===== src/rtl/timebin_packer.sv =====
`default_nettype none
// ============================================================================
// Module   : timebin_packer
// Purpose  : Packs per-bin PMT counts into fixed-width words and clears the
//            counter after each capture. Completed words are handed off over a
//            valid/ready interface. Defining SATURATE_EN clamps oversized
//            counts to all-ones; otherwise they are truncated.
// Revision : 1.0  initial release
// ============================================================================
module timebin_packer #(
  parameter int IN_W          = 16,
  parameter int COUNT_W       = 4,
  parameter int BINS_PER_WORD = 4,
  parameter int OUT_W         = COUNT_W * BINS_PER_WORD
) (
  input  logic               clk,
  input  logic               reset,
  input  logic               start,
  input  logic               stop,
  input  logic               bin_end,
  input  logic [IN_W-1:0]    count_in,
  output logic               bin_clr,
  output logic [OUT_W-1:0]   out_data,
  output logic               out_valid,
  input  logic               out_ready,
  output logic               busy,
  output logic               overrun,
  output logic               sat_flag
);

  localparam int IDX_W = (BINS_PER_WORD > 1) ? $clog2(BINS_PER_WORD) : 1;
  localparam logic [IN_W-1:0]  c_SAT_MAX  = IN_W'((64'd1 << COUNT_W) - 64'd1);
  localparam logic [IDX_W-1:0] c_LAST_IDX = IDX_W'(BINS_PER_WORD - 1);

  typedef enum logic [1:0] {
    S_IDLE  = 2'd0,
    S_RUN   = 2'd1,
    S_FLUSH = 2'd2
  } state_t;

  state_t             state_q, state_d;
  logic [IDX_W-1:0]   idx_q, idx_d;
  logic [OUT_W-1:0]   shift_q, shift_d;
  logic [OUT_W-1:0]   hold_q, hold_d;
  logic               valid_q, valid_d;
  logic               clr_q, clr_d;
  logic               ovr_q, ovr_d;
  logic               sat_q, sat_d;

  logic               w_over;
  logic [COUNT_W-1:0] w_field;
  logic [OUT_W-1:0]   w_merged;
  logic               w_emit;
  logic [OUT_W-1:0]   w_emit_word;

  assign w_over = (count_in > c_SAT_MAX);

`ifdef SATURATE_EN
  assign w_field = w_over ? {COUNT_W{1'b1}} : count_in[COUNT_W-1:0];
`else
  assign w_field = count_in[COUNT_W-1:0];
`endif

  assign w_merged = shift_q | (OUT_W'(w_field) << (COUNT_W * int'(idx_q)));

  always_comb begin
    state_d     = state_q;
    idx_d       = idx_q;
    shift_d     = shift_q;
    hold_d      = hold_q;
    valid_d     = valid_q;
    clr_d       = 1'b0;
    ovr_d       = ovr_q;
    sat_d       = sat_q;
    w_emit      = 1'b0;
    w_emit_word = shift_q;

    case (state_q)
      S_IDLE: begin
        if (start) begin
          state_d = S_RUN;
          ovr_d   = 1'b0;
          sat_d   = 1'b0;
        end
      end
      S_RUN: begin
        if (bin_end) begin
          clr_d = 1'b1;
          if (w_over) sat_d = 1'b1;
          if (idx_q == c_LAST_IDX) begin
            idx_d       = '0;
            shift_d     = '0;
            w_emit      = 1'b1;
            w_emit_word = w_merged;
          end else begin
            idx_d   = idx_q + 1'b1;
            shift_d = w_merged;
          end
        end
        if (stop) state_d = S_FLUSH;
      end
      S_FLUSH: begin
        // A word that completed on the stop cycle leaves idx at 0, so nothing is re-sent.
        w_emit  = (idx_q != '0);
        idx_d   = '0;
        shift_d = '0;
        state_d = S_IDLE;
      end
      default: state_d = S_IDLE;
    endcase

    if (valid_q && out_ready) valid_d = 1'b0;

    // One-deep holding register: a new word loads unless the old one is still stuck.
    if (w_emit) begin
      if (valid_q && !out_ready) begin
        ovr_d = 1'b1;
      end else begin
        hold_d  = w_emit_word;
        valid_d = 1'b1;
      end
    end
  end

  always_ff @(posedge clk) begin
    if (reset) begin
      state_q <= S_IDLE;
      idx_q   <= '0;
      shift_q <= '0;
      hold_q  <= '0;
      valid_q <= 1'b0;
      clr_q   <= 1'b0;
      ovr_q   <= 1'b0;
      sat_q   <= 1'b0;
    end else begin
      state_q <= state_d;
      idx_q   <= idx_d;
      shift_q <= shift_d;
      hold_q  <= hold_d;
      valid_q <= valid_d;
      clr_q   <= clr_d;
      ovr_q   <= ovr_d;
      sat_q   <= sat_d;
    end
  end

  assign bin_clr   = clr_q;
  assign out_data  = hold_q;
  assign out_valid = valid_q;
  assign busy      = (state_q == S_RUN) || (state_q == S_FLUSH);
  assign overrun   = ovr_q;
  assign sat_flag  = sat_q;

endmodule
`default_nettype wire


===== config.mk =====
export PLATFORM = sky130hd
export DESIGN_NAME = timebin_packer
export DESIGN_NICKNAME = d
export VERILOG_FILES = /design/src/rtl/timebin_packer.sv
export SDC_FILE = /design/constraint.sdc
export NUM_CORES = 1
export LEC_CHECK = 0
export ABC_AREA = 1
export CAP_MARGIN = 20
export CORE_MARGIN = 1
export CORE_UTILIZATION = 39
export DETAILED_ROUTE_END_ITERATION = 16
export GPL_ROUTABILITY_DRIVEN = 0
export PLACE_DENSITY = 0.67
export SYNTH_ARGS = -nofsm -noshare
export SYNTH_HDL_FRONTEND = slang
export SYNTH_SLANG_ARGS = --single-unit

===== constraint.sdc =====
create_clock -name clk -period 3.59 [get_ports clk]
set_input_delay 0.359 -clock clk [delete_from_list [all_inputs] [get_ports clk]]
set_output_delay 0.359 -clock clk [all_outputs]
set_load 0.005 [all_outputs]

Word level (Yosys, flattened, before mapping)
Index checks and enable logic that the tools add are counted.
{"block": "classes", "addsub": 1, "n_lt_le_gt_ge": 1, "eq_ne": 7, "n_shift": 1, "muxes": 27, "n_bitwise": 3, "reduce_logical": 13}
{"operator": "$mux W16", "count": 5}
{"operator": "$pmux W16 S2", "count": 1}
{"operator": "$gt A16 B4 Y1 const B", "count": 1}
{"operator": "$or A16 B16 Y16", "count": 1}
{"operator": "$shl A4 B4 Y16", "count": 1}
{"operator": "$mux W1", "count": 13}
{"operator": "$mux W2", "count": 4}
{"operator": "$ne A2 B2 Y1 const B", "count": 4}
{"operator": "$pmux W2 S2", "count": 2}
{"operator": "$reduce_and A2 Y1", "count": 3}
{"operator": "$reduce_bool A2 Y1", "count": 3}
{"operator": "$eq A2 B2 Y1 const B", "count": 2}
{"operator": "$pmux W1 S2", "count": 2}
{"operator": "$reduce_and A4 Y1", "count": 1}
{"operator": "$add A2 B1 Y2 const B", "count": 1}
{"operator": "$eq A2 B1 Y1 const B", "count": 1}
{"operator": "$logic_and A1 B1 Y1", "count": 2}
{"operator": "$logic_not A2 Y1", "count": 1}
{"operator": "$not A1 Y1", "count": 2}
{"operator": "$reduce_or A2 Y1", "count": 1}
{"operator": "$logic_not A1 Y1", "count": 1}
{"operator": "$logic_or A1 B1 Y1", "count": 1}
{"block": "totals", "ff_bits": 40, "word_cells": 61}

Logic depth before layout (Yosys ltp)
{"block": "depth", "ltp_word": 5, "depth_mapped": 11, "depth_no_buf": 9}

Worst setup path before layout
OpenSTA, ideal clock, no wires.
{"block": "synth_path", "path_kind": "register to register", "startpoint": "reg idx_q[1]", "endpoint": "reg hold_q[10] (netlist: out_data[10])", "setup_ns": 0.113, "t_arrival_ns": 1.485, "required_ns": 3.477, "path_slack_ns": 1.992, "path_stages_with_launch": 11, "path_cell_list": "dfxtp_1 > buf_2 > clkinv_1 > ha_1 > inv_1 > nand2_1 > nand2_1 > nand3b_2 > buf_2 > nor2_1 > nor2_1"}
{"block": "synth_via", "elab_chain_len": 5, "elab_cells_between_ends": 11}
{"item": "start: declaration", "line_no": "42", "source": "logic [IDX_W-1:0] idx_q, idx_d;"}
{"item": "start signal: assignment", "line_no": "137", "source": "idx_q <= idx_d;"}
{"item": "$shl A4 B4 Y16 or $eq A2 B2 Y1 (tied branches)", "line_no": "64, 90"}
{"item": "$or A16 B16 Y16 or $mux W1 (tied branches)", "line_no": "64, 90"}
{"item": "$mux W16 or $mux W1 (tied branches)", "line_no": "90, 87"}
{"item": "$mux W16 or $pmux W1 S2 (tied branches)", "line_no": "87, 78"}
{"item": "$mux W16 or $reduce_and A2 Y1 (tied branches)"}
{"item": "end signal: assignment", "line_no": "139", "source": "hold_q <= hold_d;"}
{"item": "end: declaration", "line_no": "44", "source": "logic [OUT_W-1:0] hold_q, hold_d;"}
Several ways; a longest one is shown, not always the timed one.
A chain may end at the register's enable or synchronous reset.

Final worst setup path
{"block": "layout_path", "startpoint": "reg idx_q[1]", "endpoint": "reg hold_q[1] (netlist: out_data[1])"}
The elaborated chain is that of the path after synthesis.

==> flow_summary.ini <==
[place]
dpl.hpwl_um = 2614
post-place-ws_ps = 1229
placed_cell_area_um2 = 2296
port_buffers = 42

[timing]
worstMarginPinSlew_ps = 626.8
fin_ws_ps = 1348
timing.final.crit_share_pct = 62.46
post-route-min-period_ps = 2242
max_freq_mhz = 446.0
hold_viol = 0
maxSlewViolCount = 0
tns_ps = 0
grt_setup_unrepaired = false
slew_headroom_pct = 57.99
hold_slack_ps = 461.1
skew_ps = 7.274
final-setup-viol-count = 0

[final_layout]
layout.core_utilization_pct = 53.33
antenna-diode-count = 0
nets = 340
area_growth_syn_to_layout_pct = 27.73
final_area_um2 = 2386
layout-drive-gt1-share_pct = 4.140

[global_routing]
initial_antenna_violation_count = 0
first_global_vias = 1499
grt_first_pass_wirelength_um = 6575
grt_start_max_net_pins = 33
global_route_overflow = 0
track_usage_pct = 16.20

[yosys]
ys_seq_area_share_pct = 42.87
post_synth_inst_count = 273
yosys_warnings = 0
yosysUniqueCellTypes = 23
ys_top_cells_by_area = dfxtp_1 43%, nor2_1 18%, nand2_1 9.2%
yosysTopAreaCellShare_pct = 42.87
syn_avg_cell_area_um2 = 6.843
synthDominantAreaCellType = dfxtp_1
postSynthRegisterBits = 40
synth.net_count = 300
syn_area_um2 = 1868

[run_status]
run_status = finished with violations
violations = design-rule violations

[drt]
routedLengthMet1_um = 1826
drc_viols = 2
vias = 1675
detailed_route_iter0_violations = 87
maxUsedRoutingLayer = met4
finalWirelength_um = 3736
vias_per_cell = 4.577
route.detailed.wl_per_inst_um = 10.21
wl_met3_um = 103
routed-wl-met2_um = 1757
dr.pass1.iters = 10
count_of_antenna_violating_nets_left_after_detailed_routing = 0

[power_and_ir_drop]
power_leakage_nw = 1.058
power_density_nw_per_um2 = 395.8
worst_ir_drop_vdd_v = 0.0002278

[worst_setup_path]
path_class = reg2reg
timing.critical_path.from_type = flop
timing.critical_path.required_ps = 3770
crit_path_end_kind = flop
timing.critical_path.arrival_ps = 2420
timing.critical_path.fanout_max = 32

[flow_run]
cap_violations = 0

[clocking]
post_cts_resized = 0
max-clock-path-buffers = 2
cts.sink_count = 40
htreeDepth = 2
ctsRootBufferMaster = clkbuf_8
postCtsSetupBuffers = 0
cts_tree = built
clkTransAtPathRegs_ps = 70
clock_insertion_delay_worst_skew_ps = 290
tritoncts.num_buffers = 5
cts.hold.buffers_added = 0

[floorplan]
floorplan.die.height_um = 71.21
dieArea_um2 = 5071
initial_core_util_pct = 41.75
total_core_area_um2 = 4474
floorplan.io_pins = 43
die_width_um = 71.21
fp-row-count = 24

[hold_path]
hold_path.class = reg2reg
## logic make-up after synthesis
kind of cell	Yosys count	share of synthesized area (%)
and+or+nand+nor	160	34.49
DFF	40	42.87
buffers and inverters	39	9.109
AOI/OAI and AO/OA	29	10.18
adders and majority gates	5	3.349
## Yosys cell counts
master	count
o21bai_1	16
clkbuf_1	2
nand3_2	1
a21oi_1	7
buf_4	1
ha_1	5
nand3b_2	1
o21ai_0	4
o22ai_1	1
nor3_1	1
nand3_1	16
inv_2	3
and2_0	1
a21oi_2	1
nand2_2	1
inv_1	26
nand3b_1	1
dfxtp_1	40
nand2_1	46
nor2_1	92
buf_6	2
clkinv_1	1
buf_2	4
## routing by layer
layer  GRT usage (%)  vias to the layer above
li1                -                      920
met1           20.30                      729
met2           27.20                       22
met5               0                        -
met3           2.954                        4
met4           7.333                        0
## sequential cells by signal (all words and copies together), names as in the netlist
register / cells
overrun: 1
state_q: 2
out_data: 16
sat_flag: 1
out_valid: 1
idx_q: 2
bin_clr: 1
shift_q: 16
## report_power, final
part,switching [W],total (W),internal [W]
Clock,0.000145,0.000302,0.000157
Combinational,0.0000913,0.000162,0.0000711
Sequential,0.0000172,0.000480,0.000463
Total,0.000253,0.000944,0.000691
## path summary, 6_finish.rpt
check	from	to	slack, ps	cells past startpoint
max reg2reg	idx_q[1]	out_data[1]	1350	8
min reg2reg	shift_q[1]	shift_q[1]	460	2
max	idx_q[1]	out_data[1]	1350	8
min	shift_q[1]	shift_q[1]	460	2
## placed cells by master (no fill, tap or decap), drive strengths merged
cell,count
nand3b,2
clkbuf,8
o21bai,16
nand3,17
nor3,1
clkdlybuf4s50,42
o21ai,4
ha,5
nor2,92
o22ai,1
nand2,47
inv,29
dfxtp,40
and2,1
a21oi,8
clkinv,1
## critical path: stages (launching register included)
cell,delay [ps]
dfxtp_1,540
clkinv_1,330
ha_1,270
inv_1,50
nand2_1,50
nand2_1,80
nand3b_2,480
nor2_1,260
nor2_1,60
## per-stage QoR
step / total power, W / instances
6_report: 0.0009443 / 366
5_1_grt: 0.001002 / 366
4_1_cts: 0.0009594 / 366
3_5_place_dp: 0.0006538 / 358
3_3_place_gp: 0.0006533 / 358
2_1_floorplan: 0.0005940 / 273
## final cells by class
type | count | area, um2
Tap cell | 52 | 65.06
Sequential cell | 40 | 800.8
Inverter | 30 | 112.6
Multi-Input combinational cell | 194 | 897.1
Fill cell | 440 | 2088
Timing Repair Buffer | 42 | 420.4
Clock buffer | 8 | 90.09
Note: power is estimated with default switching activity, not from simulation.
